**config.mk**
```make
export PLATFORM = sky130hd
export DESIGN_NAME = button_event_arbiter
export DESIGN_NICKNAME = d
export VERILOG_FILES = /design/src/rtl/button_event_arbiter.sv
export SDC_FILE = /design/constraint.sdc
export NUM_CORES = 1
export LEC_CHECK = 0
export BUFFER_PORTS_ARGS = -buffer_cell sky130_fd_sc_hd__buf_2
export CAP_MARGIN = 20
export CORE_MARGIN = 2
export CORE_UTILIZATION = 60
export DETAILED_ROUTE_END_ITERATION = 7
export PLACE_DENSITY = 0.83
export SETUP_SLACK_MARGIN = 0.02
export SYNTH_ARGS = -nofsm -noshare
export SYNTH_HDL_FRONTEND = slang
export SYNTH_SLANG_ARGS = --single-unit
```
**constraint.sdc**
```tcl
create_clock -name clk -period 3.3 [get_ports clk]
set_input_delay 0 -clock clk [delete_from_list [all_inputs] [get_ports clk]]
set_output_delay 0 -clock clk [all_outputs]
set_load 0.01 [all_outputs]
```
**src/rtl/button_event_arbiter.sv**
```systemverilog
// rtl/button_event_arbiter.sv - round-robin arbiter serializing button press pulses into one event stream
//
// Latches one-cycle press pulses per channel, grants pending channels
// round-robin, and offers one event at a time over a valid/ready handshake.
// After an event is accepted, that channel ignores new pulses for LOCKOUT
// cycles.
//
// Ports:
//   clk          system clock, rising edge
//   reset        asynchronous active-low reset
//   btn_pulse    [N]    one-cycle press pulses, one bit per channel
//   evt_valid    event offered
//   evt_ready    consumer accepts the offered event
//   evt_id       [IDW]  channel index of the offered event
//   pending      [N]    latched presses not yet accepted
//   busy         offer in progress or any press pending
//   overrun_cnt  [CNTW] saturating count of cycles with dropped presses
//                (only when BTN_OVERRUN_CNT_EN is defined)
//
// Optional feature macro: BTN_OVERRUN_CNT_EN
module button_event_arbiter #(
  parameter int N       = 4,
  parameter int IDW     = 2,
  parameter int LOCKOUT = 16,
  parameter int CNTW    = 8
) (
  input  logic            clk,
  input  logic            reset,
  input  logic [N-1:0]    btn_pulse,
  output logic            evt_valid,
  input  logic            evt_ready,
  output logic [IDW-1:0]  evt_id,
  output logic [N-1:0]    pending,
  output logic            busy
`ifdef BTN_OVERRUN_CNT_EN
  ,
  output logic [CNTW-1:0] overrun_cnt
`endif
);

  localparam logic [0:0] S_IDLE  = 1'b0;
  localparam logic [0:0] S_OFFER = 1'b1;

  // Lock counter must hold LOCKOUT itself; LOCKOUT=0 still needs one bit.
  localparam int              LW        = (LOCKOUT > 0) ? $clog2(LOCKOUT + 1) : 1;
  localparam logic [LW-1:0]   LOCK_LOAD = LW'(LOCKOUT);

  logic [0:0]     state;
  logic [IDW-1:0] last_grant;
  logic [LW-1:0]  lock [N];
  logic           accept;
  logic [N-1:0]   acc_vec;
  logic [IDW-1:0] sel_id;
  logic           sel_found;

  assign evt_valid = (state == S_OFFER);
  assign accept    = evt_valid && evt_ready;
  assign busy      = (state == S_OFFER) || (pending != '0);

  always_comb begin
    acc_vec = '0;
    for (int i = 0; i < N; i++) begin
      acc_vec[i] = accept && (evt_id == IDW'(i));
    end
  end

  // Round-robin search starting just after last_grant. Walking from the
  // farthest candidate to the nearest lets the nearest set bit win.
  always_comb begin
    int             cand;
    logic [IDW-1:0] cand_id;
    sel_id    = '0;
    sel_found = 1'b0;
    cand      = 0;
    cand_id   = '0;
    for (int k = N; k >= 1; k--) begin
      cand    = (int'(last_grant) + k) % N;
      cand_id = IDW'(cand);
      if (pending[cand_id]) begin
        sel_id    = cand_id;
        sel_found = 1'b1;
      end
    end
  end

  // Capture and lockout. A pulse on the channel being accepted sees
  // pending=1 and is dropped; the clear takes priority.
  always_ff @(posedge clk or negedge reset) begin
    if (!reset) begin
      pending <= '0;
      for (int i = 0; i < N; i++) begin
        lock[i] <= '0;
      end
    end else begin
      for (int i = 0; i < N; i++) begin
        if (acc_vec[i]) begin
          pending[i] <= 1'b0;
          lock[i]    <= LOCK_LOAD;
        end else begin
          if (btn_pulse[i] && !pending[i] && (lock[i] == '0)) begin
            pending[i] <= 1'b1;
          end
          if (lock[i] != '0) begin
            lock[i] <= lock[i] - LW'(1);
          end
        end
      end
    end
  end

  // Grant decision uses registered pending only, so same-cycle pulses
  // wait for the next arbitration.
  always_ff @(posedge clk or negedge reset) begin
    if (!reset) begin
      state      <= S_IDLE;
      evt_id     <= '0;
      last_grant <= IDW'(N - 1);
    end else begin
      case (state)
        S_IDLE: begin
          if (sel_found) begin
            evt_id <= sel_id;
            state  <= S_OFFER;
          end
        end
        S_OFFER: begin
          if (evt_ready) begin
            last_grant <= evt_id;
            state      <= S_IDLE;
          end
        end
        default: state <= S_IDLE;
      endcase
    end
  end

`ifdef BTN_OVERRUN_CNT_EN
  logic overrun_hit;
  assign overrun_hit = |(btn_pulse & pending);

  // Counts cycles with at least one dropped press, not individual drops.
  always_ff @(posedge clk or negedge reset) begin
    if (!reset) begin
      overrun_cnt <= '0;
    end else if (overrun_hit && (overrun_cnt != '1)) begin
      overrun_cnt <= overrun_cnt + CNTW'(1);
    end
  end
`endif

endmodule

```
==> results, run 1 <==
- The worst setup path is of the register to register kind.
- The peak supply drop is 0.792 mV.
- The cell area that synthesis handed to floorplanning was 1470 sq um.
- The nature of the critical path endpoint is a register.
- Of all flip-flops after synthesis, the portion carrying an async set or reset was 100%.
- The final hold violation count is 0.
- The total of warnings raised by yosys is 0.
- The critical path's slowest cell is or4b_4.
- The horizontal die dimension is 53.5 um.
- In the finished design, the share of the clock period the worst path needs comes to 49.1%.
- The number of gates resized after cts is 0.
- The total I/O pin count is 15.
- The area added between synthesis and finish is 17.0%.
- The clock sink total is 29.
- The setup slack on the worst flop-to-flop path is 1.68 ns.
- Global routing used 26.0% of the available tracks across all layers.
- Registers take 728 sq um.
- For the worst setup path, the data arrival time is 1.80 ns.
- For the finished layout, the period the worst path requires is 1.62 ns.
- The combined area of the multi-input logic cells is 694 sq um.
- STA classifies the critical path startpoint as a register.
- The path class of the tightest hold or removal check is primary input to async pin.
- The via count is 1211.
- The first global-routing pass estimated 5180 um of wire.
- The cell type contributing the most total cell area after synthesis is dfrtp_1.
- The number of cell rows is 17.
- The distinct cell type count after synthesis is 25.
- The max-slew violation count is 0.
- The number of design rule violations left after detail routing is 0.
- The share of the synthesized area in the top cell type is 45.9%.
- The overall routed net length is 3010 um.
- The pin count of the biggest net entering global routing is 30.
- Setup violations remaining at the end of the flow were counted as 0.
- The net count of the finished layout is 190.
- Adding up every negative setup slack in the final design gives 0 ns.
- The initial antenna violation count is 0.
- Power spread over the standard cell area amounts to 1050 nW/um^2.
- The region available for standard cell placement spans 2280 sq um.
- The placed instances occupy a cell area of 1580 sq um.
- The reported leakage power is 0.810 nW.
- The flow ran to the end, and the final reports show no timing, DRC or antenna violations.
- In this run the deepest clock path goes through 2 buffers.
- The transition time at the pin with the least slew margin is 0.738 ns.
- The share of the Yosys chip area taken by registers is 49.5%.
- Counting every instance in the synthesized netlist gives 152.
- The share of post-route cells with drive strength above 1 is 18.3%.
- The signal on the critical path passes through inv_1, ha_1, or4b_4, nor2_1, a211oi_2.
- The tightest hold margin is 0.212 ns.
- Measured in cells, the most critical reg-to-reg path has a length of 5.
- The maximum operating frequency is 618 MHz.
- The largest fanout of any net on the critical path is 6.
- Counting the buffers created by CTS gives 5.
- The worst pin sits at a relative slew slack of 50.4%.
- The longest individual stage delay on the worst path is 0.52 ns.
- At the end of routability-driven placement, the weighted congestion stood at 0.804.
- The number of nets in the synthesized netlist is 163.
- The number of enable flip-flop cells after synthesis is 0.
- A synthesized cell averages 9.68 sq um.
- The wire-length estimate of the detail-placed layout is 2200 um.
- The number of global-route vias before repair came to 1194.
- The count of routing violations after the opening detailed-route iteration is 17.
- After synthesis the netlist holds a flip-flop and latch count of 29.
- The number of buffers inserted by port buffering is 14.
- In this run the vertical extent of the chip is 53.5 um.
- The length of the first detailed-routing pass in iterations is 5.
- Setup repair after global routing left no endpoint under its margin.
- The antenna violation net count after detailed routing is 0.
- The minimum setup slack in the final design is 1.68 ns.
- The total overflow left after global routing is 0.
- The clock transition at the registers of the reported paths is 0.10 ns.
- In the synthesized netlist the dominant register cell turns out to be dfrtp_1.
- The required arrival time at the worst endpoint is 3.49 ns.
- The tree is rooted in a clkbuf_4.
- The average detailed-routed wire length per instance is 14.5 um.
- The number of instances in the placed design is 194.
- Fill cells in the final layout number 157.
- The number of non-filler instances in the completed layout is 208.
- Max-cap violations in this run came to 0.
- The maximum clock skew at final layout is 0.0125 ns.
- The die covers 2860 sq um.
- The average via count per standard cell is 5.82.
- The total non-filler cell area in the finished layout is 1720 sq um.
- After synthesis, the cell types taking the most area are dfrtp_1, nor2_1, a21oi_1.
- The CTS tree is done.
- The number of antenna diodes in the final layout is 0.
- The setup slack after placement is 1.71 ns.
- The effective utilization at floorplan is 64.7%.
- The deepest level of the CTS H-tree is 2.
- The clock latency of the later-clocked register in the worst-skew pair is 0.34 ns.
registers in the layout (all words and copies together), names as in the netlist:
signal	cells
evt_valid	1
last_grant	2
evt_id	2
lock	20
pending	4
where the power goes:
part | switching, mW | internal [mW]
Combinational | 0.378 | 0.376
Clock | 0.130 | 0.181
Sequential | 0.199 | 0.545
Total | 0.707 | 1.10
logic make-up after synthesis:
family	count (synthesis)	share of synthesized area (%)
compound gates	29	14.2
fa+ha+maj	4	3.40
buf+inv	13	3.32
flops	29	49.5
simple gates	77	29.6
cell usage after synthesis (all sizes together) (2+ instances only):
cell type and number:
dfrtp 27, nor2 25, a21oi 14, inv 13, nor3 10, nand2b 9
nand2 7, a21o 5, nand3b 5, nor2b 5, a211oi 4, ha 4
nor4b 4, or4b 4, nand3 3, dfstp 2, o221ai 2, or2b 2
worst max-delay path: cells and delay by family (launching register included):
family / cells / cell delay (ns)
AO/OA/AOI/OAI: 1 / 0.06
buffers and inverters: 1 / 0.09
adder cells (fa/ha/maj): 1 / 0.25
flip-flops: 1 / 0.41
AND/OR/NAND/NOR: 2 / 0.66
through the flow:
stage / power, mW / util [%]
floorplan: 1.28 / -
global placement: 1.43 / 69.3
detailed placement: 1.49 / 69.3
CTS: 1.81 / 75.6
global route: 1.95 / 75.6
finish: 1.81 / 75.6
per-layer routing:
layer	global-route usage, %	share of wire [%]
met5	0	0
met4	7.69	1.7
met3	9.32	5.2
met2	45.9	50
met1	29.3	43
what timing repair did:
action	4_1_cts	5_1_grt
buffers inserted	0	0
endpoints found under the hold margin	32	0
hold buffers	6	0
endpoints found under the setup margin	0	0
worst paths after layout:
kind | from | endpoint
worst max-delay path | lock[15]$_DFFE_PN0P_ | lock[16]$_DFFE_PN0P_
worst min-delay path | reset | lock[15]$_DFFE_PN0P_
worst max register to register | lock[15]$_DFFE_PN0P_ | lock[16]$_DFFE_PN0P_
worst min register to register | last_grant[1]$_DFFE_PN1P_ | last_grant[1]$_DFFE_PN1P_
max in group asynchronous | reset | lock[12]$_DFFE_PN0P_
min in group clk | btn_pulse[2] | pending[2]$_DFFE_PN0P_
placed cells by master (no fill, tap or decap), drive strengths merged:
cell type | Yosys | final
nor2b | 5 | 5
o211a | 1 | 1
a21oi | 14 | 14
nor3b | 1 | 1
ha | 4 | 4
nand2 | 7 | 7
a211oi | 4 | 4
nand3 | 3 | 3
or2b | 2 | 2
o221ai | 2 | 2
nor3 | 10 | 10
clkbuf | 0 | 7
a21o | 5 | 5
dfstp | 2 | 2
bufinv | 0 | 1
o21ai | 1 | 1
or4b | 4 | 4
buf | 0 | 14
nor2 | 25 | 25
o211ai | 1 | 1
dlygate4sd3 | 0 | 6
o221a | 1 | 1
and2 | 1 | 1
nand2b | 9 | 9
or2 | 1 | 1
inv | 13 | 13
dfrtp | 27 | 27
nor4b | 4 | 4
nand3b | 5 | 5
cell type report:
| type | count | share of cell area (%) |
|---|---|---|
| flip-flops and latches | 29 | 42.3 |
| multi-input cells | 110 | 40.3 |
| repair buffers | 20 | 7.56 |
| clock buffers | 7 | 3.20 |
| inverters | 13 | 2.83 |
| well taps | 28 | 2.03 |
| clock inverters | 1 | 1.74 |
(Power assumes the default switching activity.)
==> run 2: changes to the inputs <==
- ABC_AREA: not set -> 1
- CORE_UTILIZATION: 60 -> 57
- PLACE_DENSITY: 0.83 -> 0.79
- clock period: 3.3 -> 1.5 ns (I/O delays scaled with it)
==> run 2 against run 1 <==
Effect of this change: the run now ends with setup timing left; hold slack worse by 0.0089 ns; via count up 14%; register-to-register slack worse by 1.7 ns; critical path type unchanged; final cell count up 25%; critical endpoint is now evt_id[1]$_DFFE_PN0P_; fmax up 7.9%; non-clock buffer count up 7.
==> results, run 2 <==
- The number of buffers inserted by port buffering is 14 (unchanged).
- The deepest level of the CTS H-tree was 2 (unchanged).
- The peak supply drop is 1.82 mV (+130%).
- The overall routed net length is 3230 um (+7.0%).
- The buffer depth of the longest clock path is 2 (unchanged).
- The total of warnings raised by yosys came to 0 (unchanged).
- The power density of the placed cells is 2380 nW/um^2 (+130%).
- The summed instance area of the synthesized netlist is 1540 sq um (+4.5%).
- The adder-cell share of the synthesized area came to 3.25% (-0.15 points).
- The worst min-delay path class is primary input to async pin.
- The clock sink total was 29 (unchanged).
- The final antenna diode count came to 0 (unchanged).
- The synthesized instance count is 197 (+30%).
- The post-layout minimum cycle time came to 1.50 ns (-0.119 ns).
- The required arrival time at the worst endpoint is 1.73 ns (-1.76 ns).
- The arrival time of data at the critical path endpoint was 1.73 ns (-0.07 ns).
- The main flop type after synthesis is dfrtp_1.
- The share of post-route cells with drive strength above 1 is 24.7% (+6.3 points).
- Setup repair after global routing could not meet its margin everywhere.
- The horizontal die dimension is 55.9 um (+4.5%).
- The pin count of the biggest net entering global routing was 30 (unchanged).
- The minimum setup slack in the final design was -0.0000825 ns (-1.68 ns).
- The share of synthesized area spent on multiplexers came to 0% (unchanged).
- The worst setup path is launched from a register.
- The number of flip-flops under the largest register name was 20 (unchanged).
- The combined area of the multi-input logic cells is 707 sq um (+1.8%).
- The max-slew violation count is 0 (unchanged).
- The post-route core utilization is 73.9% (-1.7 points).
- By count the netlist is led by nand2_1, inv_1, dfrtp_1, nor2_1, a21oi_1.
- The share of synthesized cell area in and, or, nand and nor gates was 29.8% (+0.19 points).
- The clock transition at the registers of the reported paths is 0.10 ns (about the same).
- The count of filler cells inserted in the layout is 184 (+17%).
- The final hold violation count came to 0 (unchanged).
- The residual overflow from global routing came to 0 (unchanged).
- The overall track demand over capacity in global routing is 21.8% (-4.2 points).
- The length of the first detailed-routing pass in iterations is 4 (-1).
- The CTS tree is done.
- The startpoint identified for the worst register-to-register timing path is last_grant[0]$_DFFE_PN1P_.
- The number of design rule violations left after detail routing is 0 (unchanged).
- The average detailed-routed wire length per instance came to 12.4 um (-15%).
- The run finished, with violations left.
- The share of the clock period used by the worst path after layout is 100% (+51 points).
- The total I/O pin count was 15 (unchanged).
- The maximum clock skew at final layout is 0.00962 ns (-0.00288 ns).
- The number of enable flip-flop cells after synthesis came to 0 (unchanged).
- More flip-flops sit in one register than any other, and that register is lock.
- The via count is 1384 (+14%).
- The total of endpoints with negative setup slack in the final report is 1 (+1).
- The area added between synthesis and finish is 21.2%.
- The placed instance area is 1660 sq um (+5.1%).
- The synthesized-area fraction occupied by ao, oa, aoi and oai cells is 8.06% (-6.1 points).
- The checks that failed: setup timing.
- The largest fanout of any net on the critical path was 4 (-2).
- The relative slew slack is 57.6% (+7.2 points).
- The full die area was 3130 sq um (+9.2%).
- The number of cell rows is 18 (+1).
- The worst setup path is captured at a register.
- The library cell used most frequently in the layout, excluding fill and tap cells, is nand2_1.
- Yosys attributes the largest share of cell area to dfrtp_1, nand2_1, inv_1.
- The clock latency of the later-clocked register in the worst-skew pair is 0.34 ns (about the same).
- The synthesized design spends more area on one cell type than any other, namely dfrtp_1.
- The overall die height came to 55.9 um (+4.5%).
- The average via count per standard cell is 5.30 (-8.9%).
- The share of the synthesized netlist area taken by xor and xnor gates is 2.28% (+2.3 points).
- The library cells used most frequently in the layout, excluding fill and tap cells, are nand2_1, inv_1, dfrtp_1.
- The number of nets in the synthesized netlist came to 208 (+28%).
- The initial antenna violation count is 0 (unchanged).
- The average size of a mapped cell is 7.81 sq um (-19%).
- The net count of the finished layout is 241 (+27%).
- The antenna violation net count after detailed routing is 0 (unchanged).
- The share of async-settable or async-resettable flops after synthesis is 100% (unchanged).
- The most frequently used cell type in the post-synthesis netlist is nand2_1.
- CTS placed an instance of clkbuf_4 at the clock tree root.
- The number of synthesized register bits was 29 (unchanged).
- The share of the synthesized area in the top cell type came to 43.9% (-2.0 points).
- The transition time at the pin with the least slew margin is 0.637 ns (-0.102 ns).
- The standard cell core area is 2520 sq um (+11%).
- The number of global-route vias before repair is 1298 (+8.7%).
- The count of routing violations after the opening detailed-route iteration is 80 (+63).
- The final setup TNS is -0.0000825 ns (-0.0000825 ns).
- The total of max-cap violations came to 0 (unchanged).
- The effective utilization at floorplan is 61.0% (-3.7 points).
- The global-route wire length before repair was 5220 um (+0.93%).
- The register area is 728 sq um (unchanged).
- After synthesis, the largest family of logic cells by area is simple AND/OR/NAND/NOR gates.
- The critical path in this run is classified as register to register.
- The detailed placement HPWL is 2200 um (about the same).
- The TritonCTS buffer count is 5 (unchanged).
- The part of the Yosys area used for sequential elements is 47.4% (-2.1 points).
- The distinct cell type count after synthesis is 24 (-4.0%).
- The reported leakage power is 0.987 nW (+22%).
- The total chip power is 4.43 mW (+150%).
- The maximum operating frequency is 667 MHz (+7.9%).
- The global placer's final weighted congestion is 0.959 (+19%).
- The tightest hold margin is 0.203 ns (-0.00895 ns).
- The first element of the critical path is last_grant[0]$_DFFE_PN1P_.
- The total non-filler cell area in the finished layout is 1860 sq um (+8.3%).
- The largest registers in the layout are lock: 20 flops, pending: 4 flops.
==> run 2: cell types whose count changed after synthesis, sizes merged, moves of 6 or more <==
cell	previous run	this run
nand3	3	11
inv	13	33
nand2b	9	0
o21ai	1	7
nand2	7	63
==> run 2: critical path: stages (launching register included) <==
cell     delay [ns]
dfstp_2        0.63
buf_6          0.15
nand2_2        0.07
o21ai_4        0.08
nand2_1        0.11
buf_4          0.15
nand4_1        0.10
a31oi_1        0.09
==> run 2: repair_timing <==
item | CTS | global route
gates resized for setup | 0 | 15
hold endpoints to repair | 33 | 0
hold buffers | 6 | 0
endpoints found under the setup margin | 0 | 12
setup buffers | 0 | 4
==> run 2: through the flow <==
stage,setup slack [ns],cells
2_1_floorplan,0.201,197
3_5_place_dp,0.0688,243
3_3_place_gp,0.124,243
4_1_cts,0.0381,257
5_1_grt,-0.0331,261
6_report,-0.0000825,261
==> run 2: path summary, 6_finish.rpt <==
path	end	slack, ns	cells past startpoint
setup reg to reg	evt_id[1]$_DFFE_PN0P_	-0.00008	7
hold reg to reg	lock[11]$_DFFE_PN0P_	0.50	2
setup / recovery	evt_id[1]$_DFFE_PN0P_	-0.00008	7
max in group asynchronous	lock[2]$_DFFE_PN0P_	0.88	2
min in group clk	evt_valid$_DFF_PN0_	0.40	3
hold / removal	pending[0]$_DFFE_PN0P_	0.20	2
==> run 2: logic make-up after synthesis <==
group / count (synthesis)
adders and majority gates: 4
DFF: 29
AOI/OAI and AO/OA: 23
buffers and inverters: 34
and+or+nand+nor: 103
xor gates and xnor gates: 4
==> run 2: power by group <==
part	switching, mW	internal (mW)
Combinational	1.35	0.936
Sequential	0.377	1.22
Clock	0.282	0.271
==> run 2: routing by layer <==
layer,share of wire (%),global-route usage [%]
met1,45,25.3
met2,49,35.9
met3,4.2,4.88
met4,2.6,15.0
met5,0,0
==> run 2: area by class of cell <==
cell class	instances	share of cell area, %
Tap cell	30	2.01
Inverter	33	7.05
Sequential cell	29	39.1
Multi-Input combinational cell	134	37.9
Clock inverter	1	0.268
Clock buffer	7	3.49
Timing Repair Buffer	27	10.2
==> run 3: changes to the inputs <==
- CORE_ASPECT_RATIO: not set -> 0.9
==> run 3 against run 2 <==
Effect of this change: the flow finishes with violations (DRC); critical path depth up 5; die area is essentially flat; non-clock buffer count is 2 lower; register-to-register slack improved by 0.10 ns; global-route usage grew 1.5 points; fmax rose by 7.3%; critical path type unchanged; critical endpoint is now evt_id[0]$_DFFE_PN0P_; highest routed layer unchanged.
==> results, run 3 (synthesis gave the netlist of run 2 again) <==
- The clock latency of the later-clocked register in the worst-skew pair came to 0.33 ns (about the same).
- The via count is 1341 (-3.1%).
- The switching share of power came to 45.3% (-0.071 points).
- The largest fanout of any net on the critical path is 7 (+3).
- The deepest level of the CTS H-tree is 2 (unchanged).
- The most frequent cell on the critical path is nand2_1.
- The overall routed net length came to 3200 um (-0.81%).
- The initial antenna violation count is 0 (unchanged).
- The number of buffers inserted by port buffering came to 14 (unchanged).
- The total I/O pin count is 15 (unchanged).
- The maximum clock skew at final layout is 0.0146 ns (+0.00501 ns).
- The horizontal die dimension was 58.8 um (+5.0%).
- The number of design rule violations left after detail routing is 1 (+1).
- The count of routing violations after the opening detailed-route iteration came to 58 (-28%).
- The net count of the finished layout came to 239 (-0.83%).
- The residual overflow from global routing is 0 (unchanged).
- The register with the most flip-flops in the final layout is lock.
- Leaving out fill and tap cells, the most frequent cells in the layout are nand2_1, inv_1, dfrtp_1.
- The total of max-cap violations is 0 (unchanged).
- The run finished, with violations left.
- The final reports fail on DRC.
- The total of endpoints with negative setup slack in the final report was 0 (-1).
- The arrival time of data at the critical path endpoint is 1.63 ns (-0.10 ns).
- The detailed placement HPWL is 2340 um (+6.6%).
- On the critical path the largest part of the delay comes from flip-flops.
- The transition time at the pin with the least slew margin is 0.634 ns (-0.00220 ns).
- The length of the first detailed-routing pass in iterations is 6 (+2).
- The maximum operating frequency was 715 MHz (+7.3%).
- The antenna violation net count after detailed routing is 0 (unchanged).
- The number of cell rows is 17 (-1).
- The portion of total power attributed to sequential cells is 36.5% (+0.6 points).
- The global placer's final weighted congestion is 0.888 (-7.4%).
- The average via count per standard cell is 5.22 (-1.6%).
- Compared with the post-synthesis result, the final layout area differs by 19.4%.
- The reported leakage power is 0.966 nW (-2.1%).
- The full die area is 3130 sq um (about the same).
- The worst reg-to-reg path cell count was 12 (+5).
- The tightest hold margin is 0.212 ns (+0.00897 ns).
- The class of the most critical setup path is register to register.
- The max-slew violation count is 0 (unchanged).
- The number of global-route vias before repair is 1298 (unchanged).
- The clock transition at the registers of the reported paths is 0.10 ns (about the same).
- The pin count of the biggest net entering global routing is 30 (unchanged).
- The startpoint of the lowest-slack register-to-register path is last_grant[0]$_DFFE_PN1P_.
- The root buffer cell is clkbuf_4.
- In this run the worst hold path is classified as primary input to async pin.
- The required arrival time at the worst endpoint is 1.74 ns (about the same).
- The buffer depth of the longest clock path is 2 (unchanged).
- The cell-internal power is 2.36 mW (-2.5%).
- The clock sink total came to 29 (unchanged).
- The final antenna diode count came to 0 (unchanged).
- Tracing the worst setup path back leads to its startpoint at last_grant[0]$_DFFE_PN1P_.
- The average detailed-routed wire length per instance was 12.5 um (+0.74%).
- The largest registers in the layout are lock: 20 flops, pending: 4 flops.
- The final setup TNS is 0 ns (+0.0000825 ns).
- The effective utilization at floorplan came to 61.3% (+0.30 points).
- The nature of the critical path endpoint is a register.
- The overall die height came to 53.3 um (-4.8%).
- TritonCTS built the clock tree.
- The final hold violation count is 0 (unchanged).
- The net switching power came to 1.95 mW (-2.8%).
- The share of post-route cells with drive strength above 1 is 24.5% (-0.22 points).
- The nature of the critical path startpoint is a register.
- The standard cell core area is 2510 sq um (-0.50%).
- The overall track demand over capacity in global routing is 23.3% (+1.5 points).
- The critical path goes through buf_12, inv_8, nand2_2, nand2_2, nand2_1, nand2_1, nand2_2, nand3_2, nand2_1, inv_1, nand2_1, nand2_1.
- For this design, the slowest cell found on the critical path is dfstp_2.
- The longest individual stage delay on the worst path is 0.57 ns (-0.06 ns).
- The share of the clock period used by the worst path after layout was 93.2% (-6.8 points).
- The part of the power in combinational logic is 52.1% (+0.5 points).
- The relative slew slack is 57.7% (+0.15 points).
- The setup slack on the worst flop-to-flop path is 0.10 ns (+0.10 ns).
- The peak supply drop is 1.15 mV (-37%).
- The count of filler cells inserted in the layout is 189 (+2.7%).
- The global-route wire length before repair came to 5360 um (+2.6%).
- The library cell used most frequently in the layout, excluding fill and tap cells, is nand2_1.
- The TritonCTS buffer count is 5 (unchanged).
- Setup repair after global routing left no endpoint under its margin.
- The power density of the placed cells is 2350 nW/um^2 (-1.1%).
- The post-layout minimum cycle time was 1.40 ns (-0.102 ns).
- The number of flip-flops under the largest register name was 20 (unchanged).
- The fraction of power consumed by the clock network was 11.5% (-1.0 points).
- The buffers plus inverters on the worst setup path was 3 (+1).
- The worst reg2reg path endpoint is evt_id[0]$_DFFE_PN0P_.
==> run 3: through the flow <==
stage	cells	instance area [sq um]	utilization (%)	worst slack [ns]	power (mW)
after floorplan	197	1540	-	0.201	3.12
after global placement	241	1650	65.9	0.105	3.49
after detailed placement	241	1650	65.9	0.0356	3.64
after CTS	255	1770	70.6	0.0211	4.16
after global routing	257	1840	73.1	0.0209	4.72
final	257	1840	73.1	0.102	4.32
==> run 3: power groups by stage <==
stage               registers (mW)  clock network, mW  logic, mW
floorplan                     1.52                  0       1.60
global placement              1.56                  0       1.93
detailed placement            1.58                  0       2.06
CTS                           1.57              0.515       2.08
global route                  1.61              0.537       2.57
finish                        1.57              0.495       2.25
==> run 3: layout make-up <==
type | count | area, sq um | area share (%)
repair buffers | 25 | 178 | 9.68
clock buffers | 8 | 58.8 | 3.20
flip-flops and latches | 29 | 728 | 39.7
multi-input cells | 134 | 704 | 38.4
inverters | 33 | 131 | 7.16
well taps | 28 | 35.0 | 1.91
==> run 3: what timing repair did <==
action                     4_1_cts  5_1_grt
hold endpoints to repair        32        0
resized for setup                0       14
buffers inserted                 0        2
setup endpoints to repair        0       10
hold buffers                     6        0
==> run 3: worst max path at each step <==
stage,end,slack (ns),cells past startpoint
after CTS,lock[11]$_DFFE_PN0P_,0.02,8
after floorplan,evt_id[0]$_DFFE_PN0P_,0.20,12
after detailed placement,lock[11]$_DFFE_PN0P_,0.04,8
after global routing,evt_id[0]$_DFFE_PN0P_,0.02,12
final,evt_id[0]$_DFFE_PN0P_,0.10,12
after global placement,evt_id[0]$_DFFE_PN0P_,0.11,11
==> run 3: routing by layer <==
layer / part of all wire (%) / global-route usage [%]
met1: 45 / 28.3
met2: 49 / 38.5
met3: 3.8 / 5.38
met4: 2.8 / 12.5
met5: 0 / 0
==> run 3: worst register-to-register path, stage by stage, from the launching register on <==
cell	delay, ns
dfstp_2	0.57
buf_12	0.12
inv_8	0.04
nand2_2	0.05
nand2_2	0.05
nand2_1	0.08
nand2_1	0.06
nand2_2	0.08
nand3_2	0.06
nand2_1	0.06
inv_1	0.04
nand2_1	0.05
nand2_1	0.05
